File: src/rtl/rr_arb_mux_pkg.sv
`default_nettype none
// ============================================================================
//  Module      : rr_arb_mux_pkg
//  Description : Shared definitions for the rr_arb_mux arbitrated multiplexer:
//                arbiter state encoding and arbitration-mode constants.
//  Revision    : 1.0  initial release
// ============================================================================
package rr_arb_mux_pkg;

    // IDLE arbitrates every cycle; LOCK keeps the grant until a last beat.
    typedef enum logic [0:0] {
        ST_IDLE = 1'b0,
        ST_LOCK = 1'b1
    } state_e;

    localparam logic MODE_RR    = 1'b0;
    localparam logic MODE_FIXED = 1'b1;

endpackage
`default_nettype wire

File: src/rtl/rr_arb_mux_pick.sv
`default_nettype none
// ============================================================================
//  Module      : rr_arb_mux_pick
//  Description : Combinational rotating-priority picker. Returns the first
//                requesting index at or above base (wrapping modulo N), or the
//                lowest requesting index when fixed=1.
//  Ports       : req[N]        request vector
//                base[SELW]    highest-priority index for rotating mode
//                fixed         1 = ignore base, index 0 has top priority
//                gnt_idx[SELW] winning index (0 when no request)
//                any           at least one request present
//  Revision    : 1.0  initial release
// ============================================================================
module rr_arb_mux_pick #(
    parameter  int N    = 4,
    localparam int SELW = $clog2(N)
) (
    input  logic [N-1:0]    req,
    input  logic [SELW-1:0] base,
    input  logic            fixed,
    output logic [SELW-1:0] gnt_idx,
    output logic            any
);

    // One extra bit so base+offset cannot overflow before the modulo fold.
    localparam int            IW  = SELW + 1;
    localparam logic [IW-1:0] C_N = IW'(N);

    logic [SELW-1:0] w_base;
    logic [IW-1:0]   w_idx;

    always_comb begin
        gnt_idx = '0;
        any     = 1'b0;
        w_idx   = '0;
        w_base  = fixed ? '0 : base;
        // Walk offsets from lowest priority to highest so the highest-priority
        // requester is the last one written.
        for (int i = N - 1; i >= 0; i--) begin
            w_idx = IW'(w_base) + IW'(i);
            if (w_idx >= C_N) begin
                w_idx = w_idx - C_N;
            end
            if (req[w_idx[SELW-1:0]]) begin
                gnt_idx = w_idx[SELW-1:0];
                any     = 1'b1;
            end
        end
    end

endmodule
`default_nettype wire

File: src/rtl/rr_arb_mux.sv
`default_nettype none
// ============================================================================
//  Module      : rr_arb_mux
//  Description : N-input, WIDTH-bit arbitrated multiplexer with a registered
//                output stage. Round-robin or fixed-priority arbitration; the
//                grant is held for a whole packet (until a last beat).
//  Ports       : clk, rst               clock, synchronous active-high reset
//                mode                   0 = round-robin, 1 = fixed priority
//                in_valid/in_data/in_last/in_ready   N source channels
//                out_valid/out_data/out_last/out_sel/out_ready  sink channel
//                busy                   1 while a packet holds the grant
//  Revision    : 1.0  initial release
// ============================================================================
module rr_arb_mux #(
    parameter  int WIDTH = 32,
    parameter  int N     = 4,
    localparam int SELW  = $clog2(N)
) (
    input  logic               clk,
    input  logic               rst,
    input  logic               mode,
    input  logic [N-1:0]       in_valid,
    input  logic [N*WIDTH-1:0] in_data,
    input  logic [N-1:0]       in_last,
    output logic [N-1:0]       in_ready,
    output logic               out_valid,
    output logic [WIDTH-1:0]   out_data,
    output logic               out_last,
    output logic [SELW-1:0]    out_sel,
    input  logic               out_ready,
    output logic               busy
);

    import rr_arb_mux_pkg::*;

    state_e           r_state_q,     w_state_d;
    logic [SELW-1:0]  r_rr_ptr_q,    w_rr_ptr_d;
    logic [SELW-1:0]  r_grant_q,     w_grant_d;
    logic             r_out_valid_q, w_out_valid_d;
    logic [WIDTH-1:0] r_out_data_q,  w_out_data_d;
    logic             r_out_last_q,  w_out_last_d;
    logic [SELW-1:0]  r_out_sel_q,   w_out_sel_d;

    logic [SELW-1:0]  w_pick_idx;
    logic             w_pick_any;
    logic [SELW-1:0]  w_gnt;
    logic             w_have_gnt;
    logic             w_slot_free;
    logic             w_accept;
    logic [WIDTH-1:0] w_gnt_data;
    logic             w_gnt_valid;
    logic             w_gnt_last;

    rr_arb_mux_pick #(.N(N)) u_pick (
        .req     (in_valid),
        .base    (r_rr_ptr_q),
        .fixed   (mode == MODE_FIXED),
        .gnt_idx (w_pick_idx),
        .any     (w_pick_any)
    );

    // In LOCK the stored grant is used and the picker (and mode) are ignored.
    assign w_gnt       = (r_state_q == ST_LOCK) ? r_grant_q : w_pick_idx;
    assign w_have_gnt  = (r_state_q == ST_LOCK) ? 1'b1      : w_pick_any;
    assign w_slot_free = !r_out_valid_q || out_ready;

    always_comb begin
        w_gnt_data  = '0;
        w_gnt_valid = 1'b0;
        w_gnt_last  = 1'b0;
        for (int k = 0; k < N; k++) begin
            if (w_gnt == SELW'(k)) begin
                w_gnt_data  = in_data[k*WIDTH +: WIDTH];
                w_gnt_valid = in_valid[k];
                w_gnt_last  = in_last[k];
            end
        end
    end

    // Reset blanks in_ready so no source believes a beat was taken while the
    // output stage is being cleared.
    always_comb begin
        in_ready = '0;
        if (!rst && w_have_gnt && w_slot_free) begin
            in_ready[w_gnt] = 1'b1;
        end
    end

    assign w_accept = !rst && w_have_gnt && w_slot_free && w_gnt_valid;

    always_comb begin
        w_state_d     = r_state_q;
        w_rr_ptr_d    = r_rr_ptr_q;
        w_grant_d     = r_grant_q;
        w_out_valid_d = r_out_valid_q;
        w_out_data_d  = r_out_data_q;
        w_out_last_d  = r_out_last_q;
        w_out_sel_d   = r_out_sel_q;
        if (w_accept) begin
            w_out_valid_d = 1'b1;
            w_out_data_d  = w_gnt_data;
            w_out_last_d  = w_gnt_last;
            w_out_sel_d   = w_gnt;
            if (w_gnt_last) begin
                w_state_d  = ST_IDLE;
                w_rr_ptr_d = (w_gnt == SELW'(N - 1)) ? '0 : w_gnt + 1'b1;
            end else begin
                w_state_d = ST_LOCK;
                w_grant_d = w_gnt;
            end
        end else if (out_ready) begin
            w_out_valid_d = 1'b0;
        end
    end

    always_ff @(posedge clk) begin
        if (rst) begin
            r_state_q     <= ST_IDLE;
            r_rr_ptr_q    <= '0;
            r_grant_q     <= '0;
            r_out_valid_q <= 1'b0;
            r_out_data_q  <= '0;
            r_out_last_q  <= 1'b0;
            r_out_sel_q   <= '0;
        end else begin
            r_state_q     <= w_state_d;
            r_rr_ptr_q    <= w_rr_ptr_d;
            r_grant_q     <= w_grant_d;
            r_out_valid_q <= w_out_valid_d;
            r_out_data_q  <= w_out_data_d;
            r_out_last_q  <= w_out_last_d;
            r_out_sel_q   <= w_out_sel_d;
        end
    end

    assign out_valid = r_out_valid_q;
    assign out_data  = r_out_data_q;
    assign out_last  = r_out_last_q;
    assign out_sel   = r_out_sel_q;
    assign busy      = (r_state_q == ST_LOCK);

endmodule
`default_nettype wire
File: config.mk
export PLATFORM = sky130hd
export DESIGN_NAME = rr_arb_mux
export DESIGN_NICKNAME = d
export VERILOG_FILES = /design/src/rtl/rr_arb_mux_pkg.sv /design/src/rtl/rr_arb_mux_pick.sv /design/src/rtl/rr_arb_mux.sv
export SDC_FILE = /design/constraint.sdc
export NUM_CORES = 1
export LEC_CHECK = 0
export CAP_MARGIN = 20
export CORE_MARGIN = 3
export CORE_UTILIZATION = 36
export CTS_CLUSTER_DIAMETER = 40
export DETAILED_ROUTE_END_ITERATION = 7
export GPL_ROUTABILITY_DRIVEN = 0
export GPL_TIMING_DRIVEN = 0
export PLACE_DENSITY = 0.84
export SLEW_MARGIN = 10
export SYNTH_ARGS = -nofsm -noshare
export SYNTH_HDL_FRONTEND = slang
export SYNTH_HIERARCHICAL = 1
export SYNTH_SLANG_ARGS = --single-unit
File: constraint.sdc
create_clock -name clk -period 3.79 [get_ports clk]
set_clock_uncertainty 0.15 [all_clocks]
set_input_delay 0.379 -clock clk [delete_from_list [all_inputs] [get_ports clk]]
set_output_delay 0.379 -clock clk [all_outputs]
set_load 0.005 [all_outputs]
==> impl_metrics.py <==
metrics = {
    "cts": {
        "clk_pin_slew_ns": 0.08,
        "cts_buffer_depth": 2,
        "clkSinkCount": 41,
        "cts_tree": "done",
        "cts_root_buf": "clkbuf_8",
        "numCtsBuffers": 5,
        "post_cts.repair.setup_buffers": 0,
        "clk_latency_ns": 0.28,
        "cts_hold_buffers": 0,
        "ctsHtreeMaxLevel": 2,
    },
    "setup_path": {
        "critical_path.top_delay_family": "buffers and inverters",
        "critical-path-slowest-cell": "clkdlybuf4s50_1",
        "critPathCaptureType": "primary output",
        "slowest_delay_ns": 0.57,
        "criticalPathCategory": "primary input to primary output",
        "worstPathRequired_ns": 3.26,
        "arrival_ns": 3.16,
        "crit_top_cell": "clkdlybuf4s50_1",
        "r2r_cells": 12,
        "cp_num_buf_inv": 5,
        "cp_max_fo": 19,
        "critical_path_depth": 11,
        "r2r_setup_slack_ns": 0.35,
        "r2r-start": "r_rr_ptr_q[1]",
        "crit_chain": "clkdlybuf4s50_1 > nand3b_1 > a222oi_1 > o21ai_1 > mux2i_2 > inv_1 > ha_1 > buf_2 > buf_8 > and2_1 > clkdlybuf4s50_1",
        "cp-start-kind": "primary input",
        "r2r_end": "out_data[26]",
    },
    "synthesis": {
        "synthArstFlopShare_pct": 0,
        "synth_area_sq_mm": 0.00264,
        "synth_area_leader_cell": "dfxtp_1",
        "syn-num-nets": 485,
        "synth_area_per_cell_sq_um": 7.74,
        "synth_area_leaders": "dfxtp_1 31%, a221o_1 12%, a221oi_1 10%",
        "synth-main-ff-cell": "dfxtp_1",
        "yosysSeqAreaShare_pct": 31.1,
        "yosysWarnings": 6,
        "yosys_register_bits": 41,
        "synth_edf_count": 0,
        "synth.top_cell.area_share_pct": 31.1,
        "syn_inst": 341,
        "ys_types": 39,
    },
    "hold_path": {
        "holdPathStages": 2,
        "worstHoldStart": "out_data[2]",
        "min_path_type": "flop to flop",
        "hold_end": "out_data[2]",
    },
    "sta": {
        "slew_headroom_pct": 61.3,
        "setup_viol": 0,
        "post-route-min-period_ns": 3.68,
        "tightest_slew_ns": 0.581,
        "final-hold-violation-count": 0,
        "maxSlewViolCount": 0,
        "rsz0062_at_grt": "true",
        "holdWs_ns": 0.343,
        "fmax_ghz": 0.271,
        "fin_ws_ns": 0.105,
        "finalSetupTns_ns": 0,
        "post-route-period-util_pct": 97.2,
    },
    "grt": {
        "antenna_found_initial": 0,
        "first_global_vias": 3526,
        "grt_max_degree": 20,
        "grt_overflow_total": 0,
        "track_usage_pct": 25.0,
        "grt_pass1_wl_um": 17000,
    },
    "floorplan": {
        "core_region_area_sq_mm": 0.00694,
        "die_y_um": 91.6,
        "placementRows": 30,
        "fp.dieW_um": 91.6,
        "pin_count": 181,
        "start_util_pct": 38.0,
        "die_area_sq_mm": 0.00839,
    },
    "routing": {
        "avgViaCountPerCell": 5.55,
        "vias": 3446,
        "wl_um": 11000,
        "wl_per_cell_um": 17.7,
        "dr.pass1.iters": 4,
        "ant_nets": 0,
        "drc": 0,
        "drt_iter0_markers": 169,
    },
    "power_and_ir_drop": {
        "peakVddDrop_mv": 0.207,
        "pwr-share-seq_pct": 32.3,
        "p_int_uw": 1100,
        "power_per_cell_area_mw_per_mm2": 367,
        "switching_share_pct": 35.3,
        "p_leak_uw": 0.00180,
        "pwr-share-comb_pct": 51.2,
        "clkPwrFrac_pct": 16.5,
        "power_switching_uw": 602,
    },
    "cells_and_area": {
        "n_fill_cell": 595,
        "regArea_sq_um": 821,
        "area_growth_pct": 76.1,
        "fin_nets": 668,
        "drive_above_1_share_pct": 5.52,
        "design_area_sq_mm": 0.00465,
        "n_antenna_cell": 0,
        "multi_input_comb_area_sq_mm": 0.00152,
    },
    "run": {
        "maxCapViolations": 0,
    },
    "placement": {
        "dp_hpwl_um": 8690,
        "dpl_cell_area_sq_mm": 0.00455,
        "io_buffers": 179,
        "pre_cts_slack_ns": -0.447,
    },
    "status": {
        "outcome": "complete, no violations",
    },
}
worst max path at each step:
stage | startpoint | endpoint
4_1_cts | in_valid[2] | in_ready[3]
2_1_floorplan | mode | r_rr_ptr_q[1]
5_1_grt | in_valid[2] | out_data[26]
6_report | in_valid[2] | in_ready[3]
3_3_place_gp | in_valid[2] | in_ready[3]
3_5_place_dp | in_valid[2] | in_ready[3]
cells in the final DEF, fill, tap and decap left out, types with 3 or more instances in the layout:
master,instances
a221o_1,32
nor2_1,41
clkbuf_8,5
and2_1,5
a221oi_1,31
buf_2,5
buf_6,3
a211oi_1,4
nor2b_1,4
ha_1,3
inv_1,37
a21oi_1,39
dfxtp_1,41
clkbuf_1,20
o21ai_0,4
clkdlybuf4s50_1,179
nand2_1,7
nor3_1,31
repair_timing:
action / CTS / global route
endpoints found under the setup margin: 3 / 8
cloned: 0 / 0
resized for setup: 3 / 5
cells in the mapped netlist, drive strengths merged, types with 4 or more instances:
library cell and count:
buf 12, ha 4, nor2 41, a221o 32, nand2 7, clkbuf 24
nor3 32, and2 5, o21ai 6, a211oi 5, dfxtp 41, a21oi 39
a221oi 31, nor2b 5, inv 37
registers in the layout, indices dropped and copies added (netlist names):
name,flops
out_data,32
out_sel,2
r_grant_q,2
r_rr_ptr_q,2
busy,1
out_last,1
out_valid,1
worst register-to-register path: cells and delay by family, from the launching register on:
kind / cells / cell delay (ns)
AND/OR/NAND/NOR: 3 / 0.45
multiplexers: 1 / 0.34
AO/OA/AOI/OAI: 4 / 1.11
adder cells (fa/ha/maj): 1 / 0.20
buffers and inverters: 3 / 0.60
flip-flops: 1 / 0.45
metrics by stage:
step	instances	utilization, %	total power (uW)
3_5_place_dp	616	65.5	1420
2_1_floorplan	341	-	997
5_1_grt	621	66.9	1810
4_1_cts	621	66.7	1710
3_3_place_gp	616	65.5	1400
6_report	621	66.9	1700
power by group through the flow:
| stage | combinational (uW) | clock (uW) | sequential [uW] |
|---|---|---|---|
| 2_1_floorplan | 437 | 0 | 560 |
| 3_3_place_gp | 845 | 0 | 554 |
| 3_5_place_dp | 866 | 0 | 559 |
| 4_1_cts | 870 | 288 | 550 |
| 5_1_grt | 947 | 304 | 558 |
| 6_report | 872 | 282 | 551 |
kinds of logic after synthesis:
| kind of cell | after synthesis | share of synthesized area (%) |
|---|---|---|
| fa+ha+maj | 4 | 1.90 |
| flops | 41 | 31.1 |
| mux | 3 | 1.19 |
| compound gates | 122 | 36.1 |
| buf+inv | 73 | 11.7 |
| simple gates | 98 | 18.0 |
cell type report:
class                           instances  share of cell area (%)
Clock inverter                          3                   0.377
Clock buffer                            5                    1.48
Timing Repair Buffer                  179                    38.6
Multi-Input combinational cell        227                    32.6
Tap cell                               96                    2.59
Inverter                               37                    2.99
Sequential cell                        41                    17.7
Buffer                                 33                    3.72
routing by layer:
layer  up-vias  share of wire [%]  global-route usage (%)
met5         -                  0                       0
met3        22                8.5                    6.15
met4         0                2.8                    9.92
met1      1624                 38                    27.8
met2       163                 50                    45.3
li1       1637                  -                       -
Power figures use the tool's default switching activity.
